`src/rtl/uart_pkg.sv`:
```
// Shared definitions for the UART receive path.
// Holds the receiver FSM state encoding, the legal oversampling ratios,
// the parity-type encodings and the prescale normalisation helper.
package uart_pkg;

  typedef enum logic [2:0] {
    IDLE   = 3'd0,
    START  = 3'd1,
    DATA   = 3'd2,
    PARITY = 3'd3,
    STOP   = 3'd4
  } uart_state_e;

  localparam logic [5:0] PRESCALE_8  = 6'd8;
  localparam logic [5:0] PRESCALE_16 = 6'd16;
  localparam logic [5:0] PRESCALE_32 = 6'd32;

  localparam logic PAR_EVEN = 1'b0;
  localparam logic PAR_ODD  = 1'b1;

  // Any ratio other than 8 or 32 runs the receiver at 16x.
  function automatic logic [5:0] norm_prescale(input logic [5:0] p);
    case (p)
      PRESCALE_8, PRESCALE_32: return p;
      default:                 return PRESCALE_16;
    endcase
  endfunction

endpackage

```
`src/rtl/uart_rx_frame_if.sv`:
```
// Signal bundle between the UART frame receiver and its environment.
//   slave  : receiver side (uart_rx_frame)
//   master : line driver / parity checker / consumer side
// Handshake semantics: there is no backpressure. data_valid is a
// single-cycle pulse; p_data is valid in that cycle and holds until the
// next completed frame. parity_check_enable is a single-cycle qualifier:
// parity_err is only meaningful in the same cycle it is high.
// fsm_state exposes the receiver FSM state for observation.
interface uart_rx_frame_if #(parameter int DATA_WIDTH = 8);
  import uart_pkg::*;

  logic                  rx_in;
  logic [5:0]            prescale;
  logic                  par_en;
  logic                  par_typ;
  logic                  parity_err;
  logic                  sampled_data;
  logic                  parity_bit;
  logic                  parity_check_enable;
  logic [DATA_WIDTH-1:0] p_data;
  logic                  data_valid;
  logic                  par_err_flag;
  logic                  frame_err;
  logic                  busy;
  uart_state_e           fsm_state;

  modport slave (
    input  rx_in, prescale, par_en, par_typ, parity_err,
    output sampled_data, parity_bit, parity_check_enable, p_data,
           data_valid, par_err_flag, frame_err, busy, fsm_state
  );

  modport master (
    output rx_in, prescale, par_en, par_typ, parity_err,
    input  sampled_data, parity_bit, parity_check_enable, p_data,
           data_valid, par_err_flag, frame_err, busy, fsm_state
  );

endinterface

```
`src/rtl/uart_rx_sampler.sv`:
```
// Oversampling bit sampler for the UART receiver.
// Samples rx_in around the middle of each bit period and publishes the
// result on sampled_data at edge_cnt = prescale/2+1, so it is stable from
// prescale/2+2 to the end of the bit.
// Build option: UART_RX_MAJORITY_EN selects a 2-of-3 vote over the samples
// at prescale/2-1, prescale/2 and prescale/2+1; otherwise the sample at
// prescale/2 is used. Publication timing is the same in both builds.
// Ports: clk, rst (sync, active high), rx_in (serial line), active (frame
// in progress), edge_cnt (position in bit), prescale (captured ratio),
// sampled_data (sampled bit value).
module uart_rx_sampler (
  input  logic       clk,
  input  logic       rst,
  input  logic       rx_in,
  input  logic       active,
  input  logic [5:0] edge_cnt,
  input  logic [5:0] prescale,
  output logic       sampled_data
);

  logic [5:0] half;
  logic       s_mid;

  assign half = prescale >> 1;

`ifdef UART_RX_MAJORITY_EN
  logic s_early;

  always_ff @(posedge clk) begin
    if (rst) begin
      s_early      <= 1'b0;
      s_mid        <= 1'b0;
      sampled_data <= 1'b0;
    end else if (active) begin
      if (edge_cnt == half - 6'd1) s_early <= rx_in;
      if (edge_cnt == half)        s_mid   <= rx_in;
      if (edge_cnt == half + 6'd1)
        sampled_data <= (s_early & s_mid) | (s_early & rx_in) | (s_mid & rx_in);
    end
  end
`else
  always_ff @(posedge clk) begin
    if (rst) begin
      s_mid        <= 1'b0;
      sampled_data <= 1'b0;
    end else if (active) begin
      if (edge_cnt == half)        s_mid        <= rx_in;
      // Held back one cycle so both builds publish at the same edge.
      if (edge_cnt == half + 6'd1) sampled_data <= s_mid;
    end
  end
`endif

endmodule

```
`src/rtl/uart_rx_frame.sv`:
```
// UART frame receiver: start / DATA_WIDTH payload bits (LSB first) /
// optional parity / stop, oversampled by 8, 16 or 32.
// Ports: clk (oversampling clock), rst (sync, active high), bus
// (uart_rx_frame_if.slave: line input, configuration, parity checker
// exchange, received payload, status flags and FSM state).
// Build option: UART_RX_MAJORITY_EN (majority-vote sampling, see
// uart_rx_sampler).
// The FSM, edge counter and deserializer live here; sampling is delegated.
module uart_rx_frame
  import uart_pkg::*;
#(
  parameter int DATA_WIDTH = 8
) (
  input  logic            clk,
  input  logic            rst,
  uart_rx_frame_if.slave  bus
);

  localparam int BCW = (DATA_WIDTH > 1) ? $clog2(DATA_WIDTH) : 1;
  localparam logic [BCW-1:0] LAST_BIT = BCW'(DATA_WIDTH - 1);

  uart_state_e           state_q, state_d;
  logic [5:0]            edge_cnt;
  logic [BCW-1:0]        bit_cnt;
  logic [5:0]            ps_q;
  logic                  par_en_q;
  logic                  par_typ_q;
  logic                  rx_prev;
  logic [DATA_WIDTH-1:0] data_sr;
  logic                  par_err_q;
  logic [DATA_WIDTH-1:0] p_data_q;
  logic                  data_valid_q;
  logic                  par_err_flag_q;
  logic                  frame_err_q;
  logic                  sampled;

  logic bit_end;
  logic stop_end;
  logic start_fall;
  logic par_chk;

  uart_rx_sampler u_sampler (
    .clk          (clk),
    .rst          (rst),
    .rx_in        (bus.rx_in),
    .active       (state_q != IDLE),
    .edge_cnt     (edge_cnt),
    .prescale     (ps_q),
    .sampled_data (sampled)
  );

  assign bit_end    = (edge_cnt == ps_q - 6'd1);
  // STOP finishes one edge early: IDLE spends one cycle detecting the next
  // start bit, so this keeps the frame period at exactly (bits * prescale)
  // and back-to-back frames do not drift.
  assign stop_end   = (edge_cnt == ps_q - 6'd2);
  // rx_prev resets to 0, so a line held low through reset is not a start.
  assign start_fall = rx_prev & ~bus.rx_in;
  assign par_chk    = (state_q == PARITY) && bit_end;

  always_comb begin
    state_d = state_q;
    case (state_q)
      IDLE:    if (start_fall) state_d = START;
      START:   if (bit_end) state_d = sampled ? IDLE : DATA;
      DATA:    if (bit_end && (bit_cnt == LAST_BIT)) state_d = par_en_q ? PARITY : STOP;
      PARITY:  if (bit_end) state_d = STOP;
      STOP:    if (stop_end) state_d = IDLE;
      default: state_d = IDLE;
    endcase
  end

  always_ff @(posedge clk) begin
    if (rst) begin
      state_q        <= IDLE;
      edge_cnt       <= '0;
      bit_cnt        <= '0;
      ps_q           <= PRESCALE_16;
      par_en_q       <= 1'b0;
      par_typ_q      <= PAR_EVEN;
      rx_prev        <= 1'b0;
      data_sr        <= '0;
      par_err_q      <= 1'b0;
      p_data_q       <= '0;
      data_valid_q   <= 1'b0;
      par_err_flag_q <= 1'b0;
      frame_err_q    <= 1'b0;
    end else begin
      state_q      <= state_d;
      rx_prev      <= bus.rx_in;
      data_valid_q <= 1'b0;

      if (state_q == IDLE) begin
        edge_cnt <= '0;
        bit_cnt  <= '0;
        if (start_fall) begin
          ps_q      <= norm_prescale(bus.prescale);
          par_en_q  <= bus.par_en;
          par_typ_q <= bus.par_typ;
          par_err_q <= 1'b0;
        end
      end else if (bit_end || (state_d != state_q)) begin
        edge_cnt <= '0;
      end else begin
        edge_cnt <= edge_cnt + 6'd1;
      end

      if ((state_q == DATA) && bit_end) begin
        data_sr[bit_cnt] <= sampled;
        bit_cnt          <= (bit_cnt == LAST_BIT) ? '0 : bit_cnt + 1'b1;
      end

      // The checker reports 1 whenever it is not enabled; only the strobe
      // cycle carries a real result.
      if (par_chk && bus.parity_err) par_err_q <= 1'b1;

      if ((state_q == STOP) && stop_end) begin
        p_data_q       <= data_sr;
        par_err_flag_q <= par_err_q;
        frame_err_q    <= ~sampled;
        data_valid_q   <= ~par_err_q & sampled;
      end
    end
  end

  assign bus.sampled_data        = sampled;
  assign bus.parity_bit          = (^data_sr) ^ par_typ_q;
  assign bus.parity_check_enable = par_chk;
  assign bus.p_data              = p_data_q;
  assign bus.data_valid          = data_valid_q;
  assign bus.par_err_flag        = par_err_flag_q;
  assign bus.frame_err           = frame_err_q;
  assign bus.busy                = (state_q != IDLE);
  assign bus.fsm_state           = state_q;

endmodule

```
`src/flat_wrapper.sv`:
```
// flat-port wrapper written by rule: the top's interface ports become plain ports
module uart_rx_frame_flat import uart_pkg::*;
#(
  parameter int DATA_WIDTH = 8
)
  (clk, rst, bus_rx_in, bus_prescale, bus_par_en, bus_par_typ, bus_parity_err, bus_sampled_data, bus_parity_bit, bus_parity_check_enable, bus_p_data, bus_data_valid, bus_par_err_flag, bus_frame_err, bus_busy, bus_fsm_state);
  uart_rx_frame_if #(.DATA_WIDTH(DATA_WIDTH)) bus_i ();
  input  logic clk;
  input  logic rst;
  input wire logic [$bits(bus_i.rx_in)-1:0] bus_rx_in;
  input wire logic [$bits(bus_i.prescale)-1:0] bus_prescale;
  input wire logic [$bits(bus_i.par_en)-1:0] bus_par_en;
  input wire logic [$bits(bus_i.par_typ)-1:0] bus_par_typ;
  input wire logic [$bits(bus_i.parity_err)-1:0] bus_parity_err;
  output wire logic [$bits(bus_i.sampled_data)-1:0] bus_sampled_data;
  output wire logic [$bits(bus_i.parity_bit)-1:0] bus_parity_bit;
  output wire logic [$bits(bus_i.parity_check_enable)-1:0] bus_parity_check_enable;
  output wire logic [$bits(bus_i.p_data)-1:0] bus_p_data;
  output wire logic [$bits(bus_i.data_valid)-1:0] bus_data_valid;
  output wire logic [$bits(bus_i.par_err_flag)-1:0] bus_par_err_flag;
  output wire logic [$bits(bus_i.frame_err)-1:0] bus_frame_err;
  output wire logic [$bits(bus_i.busy)-1:0] bus_busy;
  output wire logic [$bits(bus_i.fsm_state)-1:0] bus_fsm_state;
  assign bus_i.rx_in = bus_rx_in;
  assign bus_i.prescale = bus_prescale;
  assign bus_i.par_en = bus_par_en;
  assign bus_i.par_typ = bus_par_typ;
  assign bus_i.parity_err = bus_parity_err;
  assign bus_sampled_data = bus_i.sampled_data;
  assign bus_parity_bit = bus_i.parity_bit;
  assign bus_parity_check_enable = bus_i.parity_check_enable;
  assign bus_p_data = bus_i.p_data;
  assign bus_data_valid = bus_i.data_valid;
  assign bus_par_err_flag = bus_i.par_err_flag;
  assign bus_frame_err = bus_i.frame_err;
  assign bus_busy = bus_i.busy;
  assign bus_fsm_state = bus_i.fsm_state;
  uart_rx_frame #(.DATA_WIDTH(DATA_WIDTH)) u_core (.clk(clk), .rst(rst), .bus(bus_i));
endmodule
```
`config.mk`:
```
export PLATFORM = sky130hd
export DESIGN_NAME = uart_rx_frame_flat
export DESIGN_NICKNAME = d
export VERILOG_FILES = /design/src/rtl/uart_pkg.sv /design/src/rtl/uart_rx_frame_if.sv /design/src/rtl/uart_rx_sampler.sv /design/src/rtl/uart_rx_frame.sv /design/src/flat_wrapper.sv
export SDC_FILE = /design/constraint.sdc
export NUM_CORES = 1
export LEC_CHECK = 0
export ABC_AREA = 1
export CAP_MARGIN = 0
export CORE_AREA = 2 2 84 86
export DETAILED_ROUTE_END_ITERATION = 8
export DIE_AREA = 0 0 86 88
export HOLD_SLACK_MARGIN = 0.08
export PLACE_DENSITY_LB_ADDON = 0.12
export SLEW_MARGIN = 20
export SYNTH_ARGS = -nofsm -noshare
export SYNTH_HDL_FRONTEND = slang
export SYNTH_HIERARCHICAL = 1
export SYNTH_SLANG_ARGS = --single-unit
```
`constraint.sdc`:
```
create_clock -name clk -period 3.6 [get_ports clk]
set_input_delay 1.08 -clock clk [delete_from_list [all_inputs] [get_ports clk]]
set_output_delay 1.08 -clock clk [all_outputs]
set_load 0.05 [all_outputs]
```
==> impl_metrics.py <==
metrics = {
    "global_route": {
        "busiest_layer": "met2",
        "grt_pass1_wl_mm": 10.47,
        "grt-ovfl-total": 0,
        "grt_pass1_vias": 2192,
        "grt_max_degree": 22,
        "antenna_found_initial": 0,
        "use_met3_pct": 3.393,
        "track_usage_pct": 17.45,
        "use_met1_pct": 24.76,
        "use_met2_pct": 26.99,
    },
    "setup_path": {
        "critPathMaxFanout": 13,
        "start_kind": "flop",
        "cp-end-kind": "output pin",
        "critPathMaxStageDelay_ps": 450,
        "crit_path_cell_trace": "inv_1, ha_1, inv_1, nand2_1, nand2_1, nor2_1, nand2_1, nor2_4, nand3_1, inv_1, buf_12",
        "critical_path_class": "reg -> out",
        "worstPathRequired_ps": 2520,
        "cp.arrival_ps": 2310,
        "cp_slowest_cell": "dfxtp_1",
    },
    "power": {
        "p_total_uw": 891.5,
        "netSwitchingFraction_pct": 27.03,
        "powerDensity_nw_per_um2": 293.0,
        "p_int_uw": 650.5,
        "clock_power_share_pct": 36.2,
        "p_leak_uw": 0.001267,
        "ir_drop_v": 0.0001306,
        "p_sw_uw": 241.0,
        "seqPwrFrac_pct": 54.7,
        "combPwrFrac_pct": 9.1,
    },
    "detailed_routing": {
        "vias": 2474,
        "wire_per_inst_um": 11.88,
        "drt_iter0_drc": 134,
        "first_pass_iters": 5,
        "routed_wl_mm": 6.069,
        "drcViolationCount": 0,
        "via_per_inst": 4.841,
        "drtAntennaViolNets": 0,
    },
    "synthesis": {
        "yosysUniqueCellTypes": 26,
        "synth_top_area_share_pct": 33.20,
        "synth.area.top_cells": "dfxtp_1, nand2_1, nor2_1, inv_1, nand4_1",
        "seq_area_frac_synth_pct": 33.20,
        "syn_area_sq_um": 2592,
        "yosysWarnings": 6,
        "yosysTopAreaCell": "dfxtp_1",
        "ys_ff_latch": 43,
        "synth_area_per_cell_sq_um": 6.433,
        "postSynthCellCount": 403,
        "synth_nets": 422,
    },
    "layout": {
        "nFillCells": 691,
        "syn_to_final_growth_pct": 17.37,
        "diodes": 0,
        "mostFrequentLayoutCells": "nand2_1, nor2_1, inv_1",
        "layout.nets": 449,
        "layout_commonest_cell": "nand2_1",
        "final_layout_size_suffix_gt1_share_pct": 7.657,
    },
    "die": {
        "fp.dieH_um": 88,
        "rows": 30,
        "dieArea_sq_um": 7568,
        "die_w_um": 86,
        "pin_count": 30,
        "initial_core_util_pct": 39.02,
        "coreArea_sq_um": 6644,
    },
    "clocking": {
        "clock_sinks": 43,
        "cts_resized": 0,
        "clk_path_buf_depth": 2,
        "clk_latency_ps": 310,
        "clkTransAtPathRegs_ps": 90,
        "numCtsBuffers": 5,
        "cts_tree": "built",
        "root_buffer": "clkbuf_8",
        "h-tree-depth": 2,
    },
    "timing": {
        "setup_violations": 0,
        "hold_viol_final": 0,
        "rsz0062_at_grt": "no",
        "fmax_mhz": 295.1,
        "fin_skew_ps": 7.513,
        "finalCritPeriodShare_pct": 94.14,
        "maxSlewHeadroom_pct": 52.15,
        "min_period_ps": 3389,
        "slew_violations": 0,
        "worst_pin_slew_ps": 715.4,
        "final.setup.tns_ps": 0,
    },
    "flow_run": {
        "maxCapViolations": 0,
    },
    "hold_path": {
        "hold_class": "reg -> reg",
    },
    "outcome": {
        "status": "complete, no violations",
    },
    "placement": {
        "port_buffers": 29,
        "hpwl_mm": 4.653,
        "gp_congestion": 0.9335,
    },
}
worst paths after layout:
check                   startpoint                      end  slack [ps]  depth (start not counted)
setup reg to reg    u_core/ps_q[1]     u_core/bus.p_data[2]        1310                         12
hold / removal    u_core/par_err_q    u_core/bus.data_valid         460                          1
setup / recovery    u_core/ps_q[1]  bus_parity_check_enable         210                         11
hold reg to reg   u_core/par_err_q    u_core/bus.data_valid         460                          1
state kept, by name, summed over array words and instances, names as in the netlist:
name	count
u_core/par_typ_q	1
u_core/bus.par_err_flag	1
u_core/rx_prev	1
u_core/data_sr	8
u_core/bus.data_valid	1
u_core/bus.fsm_state	3
u_core/bit_cnt	3
u_core/ps_q	6
u_core/bus.frame_err	1
u_core/u_sampler/s_mid	1
u_core/par_en_q	1
u_core/edge_cnt	6
u_core/par_err_q	1
u_core/u_sampler/sampled_data	1
u_core/bus.p_data	8
cell type report:
cell class                 instances  area, sq um  area share (%)
tap                               80        100.1           3.289
sequential                        43        860.8           28.29
timing repair buffer              31        315.3           10.36
clock buffer                       5        68.82           2.262
multi-input combinational        288         1445           47.49
inverter                          61        229.0           7.525
clock inverter                     3        23.77          0.7812
Yosys cell counts:
| cell | number |
|---|---|
| dfxtp_1 | 43 |
| inv_1 | 54 |
| buf_4 | 2 |
| buf_2 | 4 |
| nor2_4 | 3 |
| clkbuf_1 | 3 |
| o21bai_1 | 1 |
| xnor2_1 | 7 |
| ha_1 | 7 |
| nand3_1 | 27 |
| nor2_1 | 61 |
| nand3_2 | 3 |
| nor2_2 | 6 |
| nand2_2 | 3 |
| a211oi_1 | 2 |
| buf_6 | 2 |
| nand4_1 | 23 |
| inv_2 | 6 |
| o21ai_0 | 13 |
| nor4_1 | 2 |
| clkinv_1 | 1 |
| nor3_1 | 6 |
| xor2_1 | 7 |
| o211ai_1 | 1 |
| nand2_1 | 98 |
| a21oi_1 | 18 |
power by group through the flow:
stage          sequential [uW]  combinational (uW)  clock, uW
2_1_floorplan              498                51.8          0
3_3_place_gp               498                79.5          0
3_5_place_dp               498                80.5          0
4_1_cts                    487                81.1        339
5_1_grt                    489                92.4        355
6_report                   487                81.5        323
what timing repair did:
| item | 4_1_cts | 5_1_grt |
|---|---|---|
| setup buffers | 0 | 1 |
| setup endpoints to repair | 0 | 1 |
| hold buffers | 0 | 0 |
routing by layer:
layer  up-vias  routed length (um)
li1       1335                   -
met2        53                2534
met3         7                 299
met1      1079                3165
met4         0                  70
met5         -                   0
kinds of logic (layout without fill, tap and decap cells):
kind of cell,after synthesis,in the layout,synth area share [%]
xor gates and xnor gates,14,14,4.730
buffers and inverters,72,100,11.49
and+or+nand+nor,232,232,40.06
adders and majority gates,7,7,3.378
DFF,43,43,33.20
AOI/OAI and AO/OA,35,35,7.143
metrics by stage:
stage	cells	util [%]	instance area (sq um)	setup slack, ps	hold WS, ps
2_1_floorplan	403	-	2592	833.6	418.2
3_3_place_gp	502	44.20	2937	598.3	442.1
3_5_place_dp	502	44.20	2937	530.7	442.2
4_1_cts	510	45.59	3029	182.2	457.6
5_1_grt	511	45.80	3043	23.77	491.7
6_report	511	45.80	3043	211.0	460.8
critical path, delay by kind of cell, from the launching register on:
kind,cells,cell delay [ps]
adder cells (fa/ha/maj),1,310
buffers and inverters,4,490
flip-flops,1,450
AND/OR/NAND/NOR,6,750
Note: power is estimated with default switching activity, not from simulation.
